==> config.mk <==
export PLATFORM = sky130hd
export DESIGN_NAME = fetch_unit
export DESIGN_NICKNAME = d
export VERILOG_FILES = /design/src/rtl/fetch_unit.sv
export SDC_FILE = /design/constraint.sdc
export NUM_CORES = 1
export LEC_CHECK = 0
export ABC_AREA = 1
export BUFFER_PORTS_ARGS = -buffer_cell sky130_fd_sc_hd__buf_2
export CORE_MARGIN = 8
export CORE_UTILIZATION = 62
export CTS_CLUSTER_SIZE = 10
export DETAILED_ROUTE_END_ITERATION = 10
export PLACE_DENSITY = 0.85
export RECOVER_POWER = 100
export SETUP_SLACK_MARGIN = 0.1
export SYNTH_ARGS = -nofsm -noshare
export SYNTH_HDL_FRONTEND = slang
export SYNTH_SLANG_ARGS = --single-unit
==> constraint.sdc <==
create_clock -name clk_i -period 6.01 [get_ports clk_i]
set_clock_uncertainty 0.05 [all_clocks]
set_input_delay 1.803 -clock clk_i [delete_from_list [all_inputs] [get_ports clk_i]]
set_output_delay 1.803 -clock clk_i [all_outputs]
set_load 0.02 [all_outputs]
==> src/rtl/fetch_unit.sv <==
// Instruction fetch stage: owns the PC, drives the cache word address and queues
// fetched words with their PCs for decode. Optional counters under FETCH_PERF_CNT_EN.
module fetch_unit #(
  parameter logic [31:0] RESET_PC = 32'h0000_0000,
  parameter int          DEPTH    = 4
) (
  input  logic        clk_i,
  input  logic        rst_ni,
  output logic [28:0] address_o,
  input  logic [31:0] read_data_i,
  input  logic        halt_i,
  input  logic        redirect_i,
  input  logic [31:0] redirect_pc_i,
  output logic        instr_valid_o,
  input  logic        instr_ready_i,
  output logic [31:0] instr_o,
  output logic [31:0] instr_pc_o
`ifdef FETCH_PERF_CNT_EN
  ,
  output logic [31:0] fetch_cnt_o,
  output logic [31:0] flush_cnt_o
`endif
);

  localparam int AW = $clog2(DEPTH);
  localparam int PW = AW + 1;
  localparam logic [PW-1:0] DEPTH_C = PW'(DEPTH);

  logic [31:0]   pc_r;
  logic [PW-1:0] wr_ptr;
  logic [PW-1:0] rd_ptr;
  logic [PW-1:0] count;
  logic [31:0]   word_q [DEPTH];
  logic [31:0]   pc_q   [DEPTH];

  logic empty;
  logic full;
  logic pop;
  logic fetch;

  // Decode handshake: an entry transfers on a rising edge where instr_valid_o
  // and instr_ready_i are both high; once valid is raised the head entry holds
  // until that transfer or until a redirect flushes it.
  assign empty         = (count == '0);
  assign full          = (count == DEPTH_C);
  assign instr_valid_o = ~empty & ~redirect_i;
  assign pop           = instr_valid_o & instr_ready_i;
  // A pop frees a slot in the same cycle, so a full FIFO keeps fetching.
  assign fetch         = ~halt_i & ~redirect_i & (~full | pop);

  assign address_o  = pc_r[30:2];
  assign instr_o    = empty ? 32'h0 : word_q[rd_ptr[AW-1:0]];
  assign instr_pc_o = empty ? 32'h0 : pc_q[rd_ptr[AW-1:0]];

  always_ff @(posedge clk_i or negedge rst_ni) begin
    if (!rst_ni) begin
      pc_r   <= {RESET_PC[31:2], 2'b00};
      wr_ptr <= '0;
      rd_ptr <= '0;
      count  <= '0;
    end else if (redirect_i) begin
      pc_r   <= {redirect_pc_i[31:2], 2'b00};
      wr_ptr <= '0;
      rd_ptr <= '0;
      count  <= '0;
    end else begin
      if (fetch) begin
        pc_r   <= pc_r + 32'd4;
        wr_ptr <= wr_ptr + 1'b1;
      end
      if (pop) begin
        rd_ptr <= rd_ptr + 1'b1;
      end
      case ({fetch, pop})
        2'b10:   count <= count + 1'b1;
        2'b01:   count <= count - 1'b1;
        default: count <= count;
      endcase
    end
  end

  // Storage carries no reset; entries are only observable through count.
  always_ff @(posedge clk_i) begin
    if (fetch) begin
      word_q[wr_ptr[AW-1:0]] <= read_data_i;
      pc_q[wr_ptr[AW-1:0]]   <= pc_r;
    end
  end

`ifdef FETCH_PERF_CNT_EN
  always_ff @(posedge clk_i or negedge rst_ni) begin
    if (!rst_ni) begin
      fetch_cnt_o <= 32'h0;
      flush_cnt_o <= 32'h0;
    end else begin
      if (fetch) begin
        fetch_cnt_o <= fetch_cnt_o + 32'd1;
      end
      if (redirect_i) begin
        flush_cnt_o <= flush_cnt_o + 32'(count);
      end
    end
  end
`else
`endif

  logic unused_bits;
  assign unused_bits = ^redirect_pc_i[1:0];

endmodule

==> impl_metrics.py, run 1 <==
metrics = {
    "run_status": {
        "status": "finished with violations",
        "violations": "max-capacitance violations, max-slew violations",
    },
    "floorplanning": {
        "start_util_pct": 62.6,
        "die_y_um": 158,
        "dieArea_um2": 25000,
        "pin_count": 163,
        "die_w_um": 158,
        "core-area_um2": 20000,
        "num_rows": 52,
    },
    "sta": {
        "hold_violations": 0,
        "fmax_mhz": 188,
        "maxSlewHeadroom_pct": -39.6,
        "tightestPinTransition_ns": 2.09,
        "slew_violations": 93,
        "rsz0062_at_grt": "no",
        "period_needed_ns": 5.32,
        "whs_ns": 0.562,
        "setup_viol": 0,
        "tns_ns": 0,
        "finalCritPeriodShare_pct": 88.6,
    },
    "route": {
        "wl_per_cell_um": 18.0,
        "ant_nets": 0,
        "viasPerCell": 5.60,
        "drt-total-wl_um": 29000,
        "drt-initial-drc-count": 802,
        "vias": 9027,
        "remaining_drc_errors": 0,
        "firstDrtPassIters": 5,
    },
    "power": {
        "power_frac_clock_pct": 31.8,
        "pwr-share-comb_pct": 23.3,
        "swShare_pct": 32.8,
        "p_leak_nw": 5.20,
        "vdd_drop_max_mv": 0.354,
        "powerDensity_nw_per_um2": 391,
        "internal-power_mw": 3.68,
        "sequentialPowerShare_pct": 44.8,
        "power.switching_mw": 1.80,
    },
    "critical_path": {
        "arrival_ns": 3.47,
        "ff2ff_path_depth": 5,
        "crit_path_max_fanout": 72,
        "start_kind": "flop",
        "crit_path_end_kind": "primary output",
        "criticalPathCategory": "reg2out",
        "cp.required_ns": 4.16,
    },
    "clock_network": {
        "clock_path_buffers": 3,
        "cts_resized": 0,
        "cts.sinks": 285,
        "clk_latency_ns": 0.49,
        "clock_tree.root_cell": "clkbuf_16",
        "ctsHoldBuffers": 0,
        "path_clk_slew_ns": 0.06,
        "htree_num_levels": 2,
        "cts_tree": "done",
        "cts_buffers": 34,
        "cts_setup_buffers": 0,
    },
    "synth": {
        "synthCells": 1213,
        "yosysUniqueCellTypes": 27,
        "synth-seq-cells": 285,
        "syn_avg_cell_area_um2": 10.3,
        "synth_top_area_share_pct": 59.4,
        "ys_warn_count": 0,
        "yosys-top-cells-area": "edfxtp_1 59%, nor2_1 9.0%, dfrtp_1 7.4%",
        "netlist_area_um2": 12500,
        "synth-seq-area-share_pct": 66.7,
        "synth.largest_area_cell": "edfxtp_1",
    },
    "min_path": {
        "holdPathStages": 2,
        "hold_path.class": "reg2reg",
    },
    "final_layout": {
        "area_growth_syn_to_layout_pct": 11.8,
        "nets": 1405,
        "final_cell_mix": "301 x nor2_1, 248 x edfxtp_1, 201 x nand2_1",
        "layout_commonest_cell": "nor2_1",
        "drive_gt1_share_pct": 7.30,
    },
    "global_route": {
        "grt.total_usage_pct": 23.3,
        "grt_max_degree": 73,
        "grt-ovfl-total": 0,
        "grt_pass1_wl_um": 45300,
        "grt_pass1_vias": 8970,
        "antenna_found_initial": 0,
    },
    "place": {
        "gp_congestion": 0.933,
        "io_buffer_count": 158,
        "dp.final_hpwl_um": 17200,
    },
    "flow_run": {
        "max_cap_viol_count": 3,
    },
}
## flip-flops by register name, summed over array words and instances (netlist names)
register / count
pc_q: 120
count: 3
rd_ptr: 2
word_q: 128
wr_ptr: 2
pc_r: 30
## layer usage
metal	part of all wire, %	GRT usage, %
met1	40	29.6
met2	49	40.0
met3	8.5	3.88
met4	2.2	7.72
met5	0	0
## power by group through the flow
stage | registers (mW) | clock network, mW | logic (mW)
after floorplan | 2.42 | 0 | 0.970
after global placement | 2.48 | 0 | 1.31
after detailed placement | 2.49 | 0 | 1.34
after CTS | 2.45 | 1.78 | 1.35
after global routing | 2.47 | 1.86 | 1.41
final | 2.46 | 1.75 | 1.28
## per-stage QoR
step | power [mW] | setup slack [ns] | utilization, % | cell area [um^2] | cells
6_report | 5.49 | 0.686 | 70.0 | 14000 | 1613
5_1_grt | 5.74 | 0.415 | 70.0 | 14000 | 1612
4_1_cts | 5.58 | 1.06 | 71.0 | 14200 | 1612
3_5_place_dp | 3.83 | 1.50 | 66.4 | 13300 | 1564
3_3_place_gp | 3.79 | 1.57 | 66.4 | 13300 | 1564
2_1_floorplan | 3.39 | 0.440 | - | 12600 | 1214
## area by class of cell
type,instances,area [um^2]
Inverter,53,200
Antenna cell,1,2.50
Timing Repair Buffer,168,719
Sequential cell,285,8380
Fill cell,1460,6020
Multi-Input combinational cell,788,3450
Clock inverter,3,17.5
Tap cell,270,338
Clock buffer,45,913
## synthesized netlist by cell type, drive strengths merged
master,count
inv,53
buf,65
nand4,5
nor2,307
o31ai,1
edfxtp,248
o21bai,4
clkbuf,23
fa,1
dfrtp,37
a21oi,62
xor2,4
conb,1
o21ai,128
xnor2,8
o211ai,1
nand2,204
nand3,55
a31oi,1
ha,5
## worst max-delay path, stage by stage (launching register included)
cell	delay, ns
dfrtp_4	0.84
clkbuf_2	1.19
nor2_1	0.13
nor2_1	0.12
o21ai_0	0.10
a21oi_1	0.28
clkbuf_1	0.29
## cell families after synthesis
group / share of synthesized area, %
buf+inv: 5.72
flops: 66.7
xor+xnor: 0.838
simple gates: 18.0
fa+ha+maj: 0.658
compound gates: 8.03
other cells: 0.0299
## worst paths after layout
check                      startpoint              to  slack [ns]
max in group asynchronous      rst_ni       rd_ptr[0]        2.57
max                         rd_ptr[0]  instr_pc_o[14]        0.69
min reg2reg                  count[1]        count[1]        0.56
min                          count[1]        count[1]        0.56
max reg2reg                  count[0]   word_q[3][23]        2.55
min in group asynchronous      rst_ni        count[1]        1.87
Note: power is estimated with default switching activity, not from simulation.
==> run 2: changes to the inputs <==
- CELL_PAD_IN_SITES_DETAIL_PLACEMENT: unset -> 0
- CELL_PAD_IN_SITES_GLOBAL_PLACEMENT: unset -> 1
- CORE_UTILIZATION: 62 -> 49
- PLACE_DENSITY: 0.85 -> unset
- PLACE_DENSITY_LB_ADDON: unset -> 0.1
==> impl_metrics.py, run 2 (same netlist as run 1, synthesis figures left out) <==
metrics = {
    "clock_network": {
        "clock_path_buffers": 3,
        "cts.sinks": 285,
        "clock_tree.root_cell": "clkbuf_16",
        "ctsHoldBuffers": 0,
        "cts_buffers": 34,
        "clk_latency_ns": 0.50,
        "cts_resized": 0,
        "path_clk_slew_ns": 0.05,
        "cts_setup_buffers": 0,
        "cts_tree": "done",
        "htree_num_levels": 2,
    },
    "place": {
        "dp_cells": 1626,
        "place_ws_ns": 1.53,
        "gp_congestion": 0.790,
        "io_buffer_count": 158,
        "dp.final_hpwl_um": 18000,
    },
    "final_layout": {
        "multi_input_area_um2": 3450,
        "antennaDiodeCount": 0,
        "area_growth_syn_to_layout_pct": 12.7,
        "final_cell_mix": "302 x nor2_1, 248 x edfxtp_1, 201 x nand2_1",
        "final_core_util_pct": 56.2,
        "nets": 1407,
        "fill_cells": 2251,
        "largest_reg_flops": 128,
        "final-seq-area_um2": 8380,
        "drive_gt1_share_pct": 7.30,
        "layout.cells.non_filler": 1673,
        "layout_commonest_cell": "nor2_1",
    },
    "min_path": {
        "min_from": "count[1]",
        "hold_path.class": "reg2reg",
    },
    "global_route": {
        "grt-ovfl-total": 0,
        "grt_max_degree": 69,
        "grt.total_usage_pct": 19.2,
        "grt_pass1_vias": 8586,
        "antenna_found_initial": 0,
        "grt_pass1_wl_um": 47000,
    },
    "sta": {
        "tns_ns": 0,
        "rsz0062_at_grt": "no",
        "setup_viol": 0,
        "period_needed_ns": 5.17,
        "slew_violations": 140,
        "fin_ws_ns": 0.843,
        "maxSlewHeadroom_pct": -41.9,
        "finalCritPeriodShare_pct": 86.0,
        "fmax_mhz": 194,
        "hold_violations": 0,
        "tightestPinTransition_ns": 2.13,
    },
    "route": {
        "ant_nets": 0,
        "remaining_drc_errors": 0,
        "drt-total-wl_um": 30200,
        "firstDrtPassIters": 5,
        "vias": 8655,
        "wl_per_cell_um": 18.1,
        "drt-initial-drc-count": 569,
        "viasPerCell": 5.17,
    },
    "critical_path": {
        "crit_start": "redirect_i",
        "start_kind": "primary input",
        "criticalPathCategory": "in2reg",
        "crit_path_end_kind": "flop",
        "cp.required_ns": 6.07,
        "arrival_ns": 5.23,
        "crit_path_max_fanout": 53,
        "worstReg2RegStart": "count[0]",
    },
    "run_status": {
        "violations": "max-capacitance violations, max-slew violations",
        "status": "finished with violations",
    },
    "floorplanning": {
        "pin_count": 163,
        "die_y_um": 176,
        "die_w_um": 176,
        "dieArea_um2": 31000,
        "core-area_um2": 25200,
        "num_rows": 58,
        "start_util_pct": 49.8,
    },
    "power": {
        "powerDensity_nw_per_um2": 391,
        "power_frac_clock_pct": 32.1,
        "swShare_pct": 33.0,
        "vdd_drop_max_mv": 0.212,
        "p_leak_nw": 5.21,
        "sequentialPowerShare_pct": 43.9,
        "pwr-share-comb_pct": 24.0,
        "internal-power_mw": 3.70,
        "power.switching_mw": 1.82,
        "p_total_mw": 5.52,
    },
    "flow_run": {
        "max_cap_viol_count": 4,
    },
}
run 2: worst paths after layout:
| check | endpoint | slack, ns | cells after the start |
|---|---|---|---|
| max | word_q[0][9] | 0.84 | 5 |
| min in group asynchronous | count[1] | 1.88 | 1 |
| max in group asynchronous | rd_ptr[0] | 2.53 | 1 |
| min | count[1] | 0.54 | 2 |
| max reg2reg | word_q[0][9] | 2.61 | 5 |
| min reg2reg | count[1] | 0.54 | 2 |
run 2: critical path: stages:
cell,delay (ns)
clkbuf_1,0.60
o211ai_1,0.46
nand2_1,0.50
nor2_1,0.91
clkbuf_4,0.92
run 2: through the flow:
step,hold WS [ns],cell area [um^2]
CTS,0.553,14300
global route,0.577,14100
detailed placement,0.537,13400
finish,0.540,14100
global placement,0.527,13400
floorplan,0.467,12600
run 2: per-layer routing:
layer  global-route usage, %  wire [um]  vias up
met2                    33.7      15000      226
met5                       0          0        -
li1                        -          -     4295
met1                    24.5      13200     4105
met4                    4.56        443        0
met3                    3.35       1630       29
run 2: power groups by stage:
stage | Combinational (mW) | Clock, mW | Sequential, mW
after floorplan | 0.970 | 0 | 2.42
after global placement | 1.40 | 0 | 2.46
after detailed placement | 1.41 | 0 | 2.46
after CTS | 1.42 | 1.81 | 2.42
after global routing | 1.47 | 1.88 | 2.44
final | 1.33 | 1.77 | 2.43
run 2: area by class of cell:
cell class / count / area share [%]
clock buffer: 45 / 6.53
timing repair buffer: 170 / 5.42
tap: 330 / 2.92
sequential: 285 / 59.2
clock inverter: 2 / 0.0885
multi-input combinational: 788 / 24.4
inverter: 53 / 1.42
==> run 3: changes to the inputs <==
- BUFFER_PORTS_ARGS: -buffer_cell sky130_fd_sc_hd__buf_2 -> -buffer_cell sky130_fd_sc_hd__buf_4
==> impl_metrics.py, run 3 (same netlist as run 1, synthesis figures left out) <==
metrics = {
    "place": {
        "dp.final_hpwl_um": 18000,
        "io_buffer_count": 158,
        "place_ws_ns": 1.57,
        "gp_congestion": 0.801,
    },
    "sta": {
        "slew_violations": 164,
        "maxSlewHeadroom_pct": -56.6,
        "period_needed_ns": 5.16,
        "whs_ns": 0.550,
        "tightestPinTransition_ns": 2.34,
        "rsz0062_at_grt": "no",
        "setup_viol": 0,
        "fin_ws_ns": 0.846,
        "finalCritPeriodShare_pct": 85.9,
        "tns_ns": 0,
        "hold_violations": 0,
        "fmax_mhz": 194,
    },
    "power": {
        "vdd_drop_max_mv": 0.164,
        "p_total_mw": 5.64,
        "powerDensity_nw_per_um2": 394,
        "p_leak_nw": 5.27,
    },
    "final_layout": {
        "nets": 1406,
        "layout_commonest_cell": "nor2_1",
        "antennaDiodeCount": 0,
        "final_cell_mix": "302 x nor2_1, 248 x edfxtp_1, 201 x nand2_1",
        "largest_reg_flops": 128,
        "final_core_util_pct": 56.8,
        "drive_gt1_share_pct": 7.44,
        "area_growth_syn_to_layout_pct": 14.0,
    },
    "floorplanning": {
        "core-area_um2": 25200,
        "die_w_um": 176,
        "num_rows": 58,
        "pin_count": 163,
        "dieArea_um2": 31000,
        "start_util_pct": 49.8,
        "die_y_um": 176,
    },
    "global_route": {
        "antenna_found_initial": 0,
        "grt-ovfl-total": 0,
        "grt_max_degree": 96,
        "grt.total_usage_pct": 19.3,
        "grt_pass1_vias": 8664,
        "grt_pass1_wl_um": 47100,
    },
    "clock_network": {
        "clk_latency_ns": 0.50,
        "ctsHoldBuffers": 0,
        "clock_tree.root_cell": "clkbuf_16",
        "cts.sinks": 285,
        "path_clk_slew_ns": 0.06,
        "cts_buffers": 35,
        "cts_setup_buffers": 0,
        "cts_resized": 0,
        "cts_tree": "done",
        "clock_path_buffers": 3,
        "htree_num_levels": 2,
    },
    "critical_path": {
        "slowest_stage": "clkbuf_1",
        "crit_path_max_fanout": 37,
        "cp.depth": 3,
        "crit_path_end_kind": "primary output",
        "cp_cell_sequence": "clkbuf_1 -> nor2_1 -> clkbuf_1",
        "cp.required_ns": 4.16,
        "cp_num_buf_inv": 2,
        "slowest_delay_ns": 1.14,
        "cp_top_family": "buffers and inverters",
        "criticalPathCategory": "in2out",
        "critPathMostFrequentCell": "clkbuf_1",
        "start_kind": "primary input",
        "arrival_ns": 3.31,
        "ff2ff_path_depth": 5,
    },
    "route": {
        "remaining_drc_errors": 0,
        "firstDrtPassIters": 5,
        "viasPerCell": 5.16,
        "vias": 8634,
        "wl_per_cell_um": 18.1,
        "drt-total-wl_um": 30200,
        "ant_nets": 0,
        "drt-initial-drc-count": 457,
    },
    "min_path": {
        "holdPathStages": 2,
        "hold_path.class": "reg2reg",
    },
    "run_status": {
        "status": "finished with violations",
        "violations": "max-capacitance violations, max-slew violations",
    },
    "flow_run": {
        "max_cap_viol_count": 6,
    },
}
## run 3: changes by cell type in the layout (fill, tap and decap cells not counted), moves of 2 or more
cell | previous run | this run
clkbuf_1 | 130 | 132
buf_4 | 8 | 42
inv_2 | 1 | 3
clkbuf_16 | 35 | 37
buf_2 | 37 | 0
inv_1 | 51 | 49
## run 3: routing by layer
metal | routed length (um) | global-route usage, % | part of all wire, % | vias to the layer above
met5 | 0 | 0 | 0 | -
met4 | 506 | 4.91 | 1.7 | 0
met3 | 1650 | 3.70 | 5.4 | 37
met2 | 14800 | 33.4 | 49 | 207
met1 | 13200 | 24.5 | 44 | 4105
li1 | - | - | - | 4285
## run 3: worst register-to-register path, delay by kind of cell (launching register included)
kind	cells	cell delay [ns]
AOI/OAI and AO/OA	1	0.09
DFF	1	0.41
buffers and inverters	1	0.38
and+or+nand+nor	3	2.05
## run 3: report_power, final
part	switching, mW	internal [mW]	total (mW)	leakage (nW)
logic	0.975	0.344	1.32	2.07
clock network	0.723	1.15	1.87	0.488
registers	0.140	2.31	2.45	2.71
## run 3: layout make-up
type	count	area [um^2]
multi-input cells	788	3450
clock inverters	3	42.5
clock buffers	47	963
well taps	330	413
flip-flops and latches	285	8380
fillers	2267	10900
repair buffers	168	853
inverters	53	200
## run 3: worst paths after layout
kind,start,end,slack [ns]
worst max register to register,count[0],pc_q[0][14],2.67
worst min-delay path,count[1],count[1],0.55
max in group asynchronous,rst_ni,rd_ptr[0],2.49
min in group asynchronous,rst_ni,count[0],1.88
worst max-delay path,redirect_i,instr_valid_o,0.85
worst min register to register,count[1],count[1],0.55
## run 3: stage by stage
step	instances	cell area [um^2]
2_1_floorplan	1214	12600
6_report	1674	14300
5_1_grt	1674	14300
3_3_place_gp	1624	13800
4_1_cts	1674	14800
3_5_place_dp	1624	13800
